### src/rtl/sseg_capture_decoder_if.sv
// Seven-segment capture bus: raw multiplexed display lines in, decoded BCD snapshot out.
// Latency: none (signal bundle only).
// Backpressure: none; the display bus is free-running and the snapshot is a pulse-qualified register.
// Optional macro SSEG_ERR_CNT_EN adds the err_count readback field.
interface sseg_capture_decoder_if #(
  parameter int DIGITS = 4
);
  logic [6:0]          sseg_in;
  logic [DIGITS-1:0]   digit_sel;
  logic [4*DIGITS-1:0] bcd_out;
  logic                frame_valid;
  logic                pattern_err;
`ifdef SSEG_ERR_CNT_EN
  logic [7:0]          err_count;
`endif

`ifdef SSEG_ERR_CNT_EN
  // Display driver side: owns the segment/strobe lines, observes the snapshot.
  modport master (
    output sseg_in, digit_sel,
    input  bcd_out, frame_valid, pattern_err, err_count
  );

  // Capture decoder side.
  modport slave (
    input  sseg_in, digit_sel,
    output bcd_out, frame_valid, pattern_err, err_count
  );
`else
  // Display driver side: owns the segment/strobe lines, observes the snapshot.
  modport master (
    output sseg_in, digit_sel,
    input  bcd_out, frame_valid, pattern_err
  );

  // Capture decoder side.
  modport slave (
    input  sseg_in, digit_sel,
    output bcd_out, frame_valid, pattern_err
  );
`endif

endinterface

### src/rtl/sseg_capture_decoder.sv
// Samples a multiplexed seven-segment bus, captures each digit once stable, publishes a BCD frame.
// Latency: capture STABLE_CYCLES edges after the first sample of a steady pattern; commit one edge later.
// Backpressure: none; the bus cannot be stalled, unstable or illegal patterns are simply not captured.
// Optional macro SSEG_ERR_CNT_EN adds a saturating 8-bit count of illegal-pattern pulses (err_count).
module sseg_capture_decoder #(
  parameter int DIGITS        = 4,
  parameter int STABLE_CYCLES = 4,
  parameter int SEG_POLARITY  = 1
) (
  input logic                 clk,
  input logic                 rst_n,
  sseg_capture_decoder_if.slave bus
);

  localparam int CW = $clog2(STABLE_CYCLES + 1);
  localparam logic [CW-1:0] CNT_TARGET = CW'(STABLE_CYCLES);
  localparam logic [CW-1:0] CNT_ONE    = CW'(1);

  typedef enum logic [1:0] {
    IDLE  = 2'd0,
    TRACK = 2'd1,
    HOLD  = 2'd2
  } state_t;

  // Input stage (polarity-normalised) and the previous sample used for change detection.
  logic [6:0]          s_seg;
  logic [DIGITS-1:0]   s_sel;
  logic [6:0]          p_seg;
  logic [DIGITS-1:0]   p_sel;

  state_t              state;
  state_t              state_nxt;
  logic [CW-1:0]       cnt;
  logic [CW-1:0]       cnt_nxt;
  logic [CW-1:0]       cnt_inc;
  logic                capture;

  logic                sel_onehot;
  logic                sample_same;
  logic [4:0]          dec;
  logic                dec_legal;
  logic [3:0]          dec_bcd;

  logic [4*DIGITS-1:0] shadow;
  logic [DIGITS-1:0]   seen;
  logic [DIGITS-1:0]   seen_set;
  logic                commit;

  logic [4*DIGITS-1:0] bcd_q;
  logic                frame_valid_q;
  logic                pattern_err_q;

  // Returns {legal, bcd} for an active-high segment pattern (bit0=a .. bit6=g).
  function automatic logic [4:0] decode_seg(input logic [6:0] seg);
    logic [4:0] r;
    case (seg)
      7'h3F:   r = {1'b1, 4'd0};
      7'h06:   r = {1'b1, 4'd1};
      7'h5B:   r = {1'b1, 4'd2};
      7'h4F:   r = {1'b1, 4'd3};
      7'h66:   r = {1'b1, 4'd4};
      7'h6D:   r = {1'b1, 4'd5};
      7'h7C:   r = {1'b1, 4'd6};
      7'h07:   r = {1'b1, 4'd7};
      7'h7F:   r = {1'b1, 4'd8};
      7'h67:   r = {1'b1, 4'd9};
      default: r = {1'b0, 4'd0};
    endcase
    return r;
  endfunction

  // Register the bus once and keep the prior sample for stability comparison.
  always_ff @(posedge clk or negedge rst_n) begin
    if (!rst_n) begin
      s_seg <= '0;
      s_sel <= '0;
      p_seg <= '0;
      p_sel <= '0;
    end else begin
      s_seg <= (SEG_POLARITY != 0) ? bus.sseg_in : ~bus.sseg_in;
      s_sel <= bus.digit_sel;
      p_seg <= s_seg;
      p_sel <= s_sel;
    end
  end

  // Strobe qualification, change detection and pattern decode of the current sample.
  always_comb begin
    sel_onehot  = (s_sel != '0) && ((s_sel & (s_sel - DIGITS'(1))) == '0);
    sample_same = (s_sel == p_sel) && (s_seg == p_seg);
    dec         = decode_seg(s_seg);
    dec_legal   = dec[4];
    dec_bcd     = dec[3:0];
    cnt_inc     = (cnt >= CNT_TARGET) ? CNT_TARGET : cnt + CNT_ONE;
  end

  // State and stability counter registers.
  always_ff @(posedge clk or negedge rst_n) begin
    if (!rst_n) begin
      state <= IDLE;
      cnt   <= '0;
    end else begin
      state <= state_nxt;
      cnt   <= cnt_nxt;
    end
  end

  // Next-state: a capture fires on the edge where the counter would reach the target,
  // which lets STABLE_CYCLES=1 capture on the very first sample of any new pattern.
  always_comb begin
    state_nxt = state;
    cnt_nxt   = cnt;
    capture   = 1'b0;
    case (state)
      IDLE: begin
        if (sel_onehot) begin
          state_nxt = TRACK;
          cnt_nxt   = CNT_ONE;
        end else begin
          cnt_nxt   = '0;
        end
      end
      TRACK: begin
        if (!sel_onehot) begin
          state_nxt = IDLE;
          cnt_nxt   = '0;
        end else begin
          cnt_nxt   = sample_same ? cnt_inc : CNT_ONE;
        end
      end
      HOLD: begin
        if (!sel_onehot) begin
          state_nxt = IDLE;
          cnt_nxt   = '0;
        end else if (!sample_same) begin
          state_nxt = TRACK;
          cnt_nxt   = CNT_ONE;
        end
      end
      default: begin
        state_nxt = IDLE;
        cnt_nxt   = '0;
      end
    endcase
    if ((state_nxt == TRACK) && (cnt_nxt == CNT_TARGET)) begin
      capture   = 1'b1;
      state_nxt = HOLD;
    end
  end

  // A legal capture marks its digit (the strobe is one-hot whenever capture is set).
  always_comb begin
    seen_set = (capture && dec_legal) ? s_sel : '0;
    commit   = &seen;
  end

  // Shadow digits collect captures; overwriting an already-seen digit is allowed.
  always_ff @(posedge clk or negedge rst_n) begin
    if (!rst_n) begin
      shadow <= '0;
    end else begin
      for (int i = 0; i < DIGITS; i++) begin
        if (seen_set[i]) begin
          shadow[4*i +: 4] <= dec_bcd;
        end
      end
    end
  end

  // Frame bookkeeping: commit when all digits are seen; a same-edge capture lands in the new frame.
  always_ff @(posedge clk or negedge rst_n) begin
    if (!rst_n) begin
      seen          <= '0;
      bcd_q         <= '0;
      frame_valid_q <= 1'b0;
      pattern_err_q <= 1'b0;
    end else begin
      seen          <= (commit ? '0 : seen) | seen_set;
      frame_valid_q <= commit;
      pattern_err_q <= capture && !dec_legal;
      if (commit) begin
        bcd_q <= shadow;
      end
    end
  end

  assign bus.bcd_out     = bcd_q;
  assign bus.frame_valid = frame_valid_q;
  assign bus.pattern_err = pattern_err_q;

`ifdef SSEG_ERR_CNT_EN
  logic [7:0] err_count_q;

  // Saturating count of illegal-pattern pulses, cleared only by reset.
  always_ff @(posedge clk or negedge rst_n) begin
    if (!rst_n) begin
      err_count_q <= '0;
    end else if (capture && !dec_legal && (err_count_q != 8'hFF)) begin
      err_count_q <= err_count_q + 8'd1;
    end
  end

  assign bus.err_count = err_count_q;
`endif

endmodule
### src/flat_wrapper.sv
// flat-port wrapper written by rule: the top's interface ports become plain ports
module sseg_capture_decoder_flat 
#(
  parameter int DIGITS        = 4,
  parameter int STABLE_CYCLES = 4,
  parameter int SEG_POLARITY  = 1
)
  (clk, rst_n, bus_sseg_in, bus_digit_sel, bus_bcd_out, bus_frame_valid, bus_pattern_err);
  sseg_capture_decoder_if #(.DIGITS(DIGITS)) bus_i ();
  input logic clk;
  input logic rst_n;
  input wire logic [$bits(bus_i.sseg_in)-1:0] bus_sseg_in;
  input wire logic [$bits(bus_i.digit_sel)-1:0] bus_digit_sel;
  output wire logic [$bits(bus_i.bcd_out)-1:0] bus_bcd_out;
  output wire logic [$bits(bus_i.frame_valid)-1:0] bus_frame_valid;
  output wire logic [$bits(bus_i.pattern_err)-1:0] bus_pattern_err;
  assign bus_i.sseg_in = bus_sseg_in;
  assign bus_i.digit_sel = bus_digit_sel;
  assign bus_bcd_out = bus_i.bcd_out;
  assign bus_frame_valid = bus_i.frame_valid;
  assign bus_pattern_err = bus_i.pattern_err;
  sseg_capture_decoder #(.DIGITS(DIGITS), .STABLE_CYCLES(STABLE_CYCLES), .SEG_POLARITY(SEG_POLARITY)) u_core (.clk(clk), .rst_n(rst_n), .bus(bus_i));
endmodule
### config.mk
export PLATFORM = sky130hd
export DESIGN_NAME = sseg_capture_decoder_flat
export DESIGN_NICKNAME = d
export VERILOG_FILES = /design/src/rtl/sseg_capture_decoder_if.sv /design/src/rtl/sseg_capture_decoder.sv /design/src/flat_wrapper.sv
export SDC_FILE = /design/constraint.sdc
export NUM_CORES = 1
export LEC_CHECK = 0
export ABC_CLOCK_PERIOD_IN_PS = 7120
export CAP_MARGIN = 20
export CORE_MARGIN = 2
export CORE_UTILIZATION = 47
export CTS_BUF_LIST = sky130_fd_sc_hd__clkbuf_8
export DETAILED_ROUTE_END_ITERATION = 10
export PLACE_DENSITY = 0.78
export SYNTH_ARGS = -nofsm -noshare
export SYNTH_HDL_FRONTEND = slang
export SYNTH_SLANG_ARGS = --single-unit
### constraint.sdc
create_clock -name clk -period 7.12 [get_ports clk]
set_clock_uncertainty 0.1 [all_clocks]
set_input_delay 1.78 -clock clk [delete_from_list [all_inputs] [get_ports clk]]
set_output_delay 1.78 -clock clk [all_outputs]
set_load 0.02 [all_outputs]
==> out/metrics.yaml <==
postCtsSetupBuffers: 0
power_density_nw_per_um2: 217.3
arrival_ns: 1.30
pwr-share-seq_pct: 52.7
via_per_inst: 5.108
hold_path_class: "flop to flop"
crit_chain: "clkdlybuf4s50_1"
antenna_found_initial: 0
setup_viol: 0
dieWidth_um: 81.34
clkSinkCount: 65
dr.pass1.iters: 4
core_region_area_sq_um: 5851
r2r-start: "u_core.cnt[0]$_DFF_PN0_"
endpoint_kind: "output pin"
crit_type: "flop to output pin"
max_cap_viol_count: 0
power_frac_clock_pct: 42.9
gr-total-overflow: 0
path_clk_slew_ns: 0.07
clk_latency_ns: 0.34
synth_area_sq_um: 2811
cts_made_buffers: 9
grt_pass1_wl_um: 7886
p_sw_mw: 0.1643
die_h_um: 81.34
rrSetupSlack_ns: 4.44
grt_max_degree: 66
cts_tree: "built"
hold_viol_final: 0
holdPathStages: 2
die_area_sq_um: 6616
crit_start: "u_core.bus.bcd_out[11]$_DFFE_PN0P_"
power_mw: 0.7351
grt_setup_unrepaired: "false"
route.vias.total: 1798
max_slew.worst_pin.slew_ns: 0.9852
nets: 287
finalCriticalPeriod_ns: 3.178
cp_max_fo: 2
slew_violations: 0
swShare_pct: 22.35
diodes: 0
yosysSeqAreaShare_pct: 57.85
synth_nets: 253
cts-root-buf: "clkbuf_8"
start_kind: "flop"
layout-drive-gt1-share_pct: 12.27
ys_warn_count: 0
crit_family: "buffers and inverters"
combPwrFrac_pct: 4.4
worstPathRequired_ns: 5.24
ir_drop_mv: 0.1271
finalCritPeriodShare_pct: 44.64
port_buffers: 30
drc_errors: 0
status: "finished clean"
critPathBufInv: 1
cts_hold_buf: 0
fp-row-count: 28
ant_nets: 0
first_iter_violations: 69
ios: 31
cp_slowest_stage_delay_ns: 0.60
rr_worst_depth: 7
p_int_mw: 0.5708
postSynthAreaPerCell_sq_um: 11.81
initial_core_util_pct: 48.05
max_freq_mhz: 314.6
min_from: "u_core.bus.bcd_out[4]$_DFFE_PN0P_"
place_hpwl_um: 3189
slew_headroom_pct: 33.92
setup_tns_ns: 0
gp_congestion: 0.7301
syn_inst: 238
wire_per_inst_um: 13.19
ys_ff_latch: 65
min_to: "u_core.bus.bcd_out[4]$_DFFE_PN0P_"
cp_slowest_cell: "clkdlybuf4s50_1"
yosys.cell_types.count: 42
cts_resized: 0
cts.path.max_buffers: 2
drt_wl_total_um: 4644
grt_pass1_vias: 1712
area_delta_synth_final_pct: 20.34
htree_levels: 3
p_leak_nw: 1.451
grtUsageTotal_pct: 16.50
r2r_end: "u_core.shadow[4]$_DFFE_PN0P_"
metrics by stage:
stage	setup slack (ns)	util, %	hold WS, ns	instances	cell area, sq um
after floorplan	4.748	-	0.2487	238	2811
after global placement	4.313	54.04	0.3569	335	3162
after detailed placement	4.291	54.30	0.3664	336	3177
after CTS	3.917	57.83	0.3828	352	3383
after global routing	3.872	57.83	0.4029	352	3383
final	3.942	57.83	0.3774	352	3383
cell usage in the layout (no fill, tap or decap), types with 2 or more instances in the layout:
master           instances
a211oi_1                 3
a211oi_4                 4
a21o_1                   4
a21oi_1                  6
and3_1                   2
clkbuf_8                11
clkdlybuf4s50_1         29
dfrtp_1                 65
ha_1                     2
inv_1                   18
mux2_4                   4
mux2i_1                 12
nand2_1                 32
nand3_1                  2
nand3b_1                 2
nand4_1                  2
nor2_1                   6
nor2b_1                  4
nor3_1                   4
nor4_1                   5
nor4b_1                  3
o21a_1                   2
o21ai_0                 15
or4b_4                   4
xor2_1                  13
worst register-to-register path, cell delays in order (launching register included):
cell	delay, ns
dfrtp_1	0.37
inv_1	0.07
ha_1	0.30
nor2b_1	0.12
o21ai_0	0.24
or4b_4	0.58
a211oi_4	0.44
mux2_4	0.34
cells by family after synthesis:
| logic type | Yosys count | share of synthesized area [%] |
|---|---|---|
| simple gates | 76 | 15.71 |
| flops | 65 | 57.85 |
| compound gates | 39 | 10.86 |
| buf+inv | 26 | 3.916 |
| mux | 16 | 6.409 |
| xor+xnor | 14 | 4.361 |
| fa+ha+maj | 2 | 0.8899 |
final cells by class:
| type | instances | area [sq um] |
|---|---|---|
| sequential | 65 | 1627 |
| fill | 469 | 2467 |
| multi-input combinational | 147 | 1075 |
| inverter | 17 | 63.81 |
| tap | 75 | 93.84 |
| clock inverter | 5 | 55.05 |
| timing repair buffer | 32 | 317.8 |
| clock buffer | 11 | 151.4 |
power by group through the flow:
stage / registers (mW) / logic [mW] / clock network, mW
4_1_cts: 0.388 / 0.0328 / 0.322
3_3_place_gp: 0.394 / 0.0317 / 0
5_1_grt: 0.389 / 0.0366 / 0.341
3_5_place_dp: 0.395 / 0.0327 / 0
2_1_floorplan: 0.388 / 0.0218 / 0
6_report: 0.388 / 0.0320 / 0.315
cells in the mapped netlist, drive strengths merged:
library cell   n  area (sq um)
inv           17         63.81
nor3           5         36.29
o21ai         16         80.07
or3b           1         8.760
nand3          3         20.02
dfrtp         65          1627
a211oi         7         102.6
nand2b         1         6.260
nand3b         2         15.01
o31ai          1         21.27
nand4          2         12.51
or2            1         6.260
buf            6         35.03
nand4b         1         8.760
nor4           5         31.28
and3           2         12.51
nor2           6         22.52
or4            1         7.510
mux2i         12         120.1
clkbuf         3         11.26
nand4bb        1         11.26
xor2          13         113.9
nand2         32         120.1
and2           1         6.260
a32o           1         10.01
nor4bb         1         10.01
a21boi         1         7.510
a21o           4         30.03
mux2           4         60.06
a21oi          6         30.03
nor4b          3         26.28
a32oi          1         8.760
or4b           4         55.05
nor2b          4         25.02
ha             2         25.02
o21a           2         15.01
xnor2          1         8.760
registers in the layout, indices dropped and copies added (netlist names):
name and count:
u_core.s_sel 4, u_core.bus.pattern_err 1, u_core.cnt 3, u_core.shadow 16, u_core.state 2, u_core.p_seg 7, u_core.seen 4, u_core.bus.bcd_out 16
u_core.s_seg 7, u_core.bus.frame_valid 1, u_core.p_sel 4
routing by layer:
metal	vias up	global-route usage (%)	routed length (um)
met5	-	0	0
met1	854	20.40	2065
met2	45	25.16	2239
li1	887	-	-
met4	0	8.475	115
met3	12	6.333	224
worst max path at each step:
stage                                   end  slack [ns]  cells past startpoint
2_1_floorplan  u_core.shadow[0]$_DFFE_PN0P_        4.75                      7
3_3_place_gp                bus_bcd_out[11]        4.31                      1
3_5_place_dp                bus_bcd_out[13]        4.29                      1
4_1_cts                     bus_bcd_out[13]        3.92                      1
5_1_grt                      bus_bcd_out[2]        3.87                      1
6_report                    bus_bcd_out[11]        3.94                      1
(Power assumes the default switching activity.)
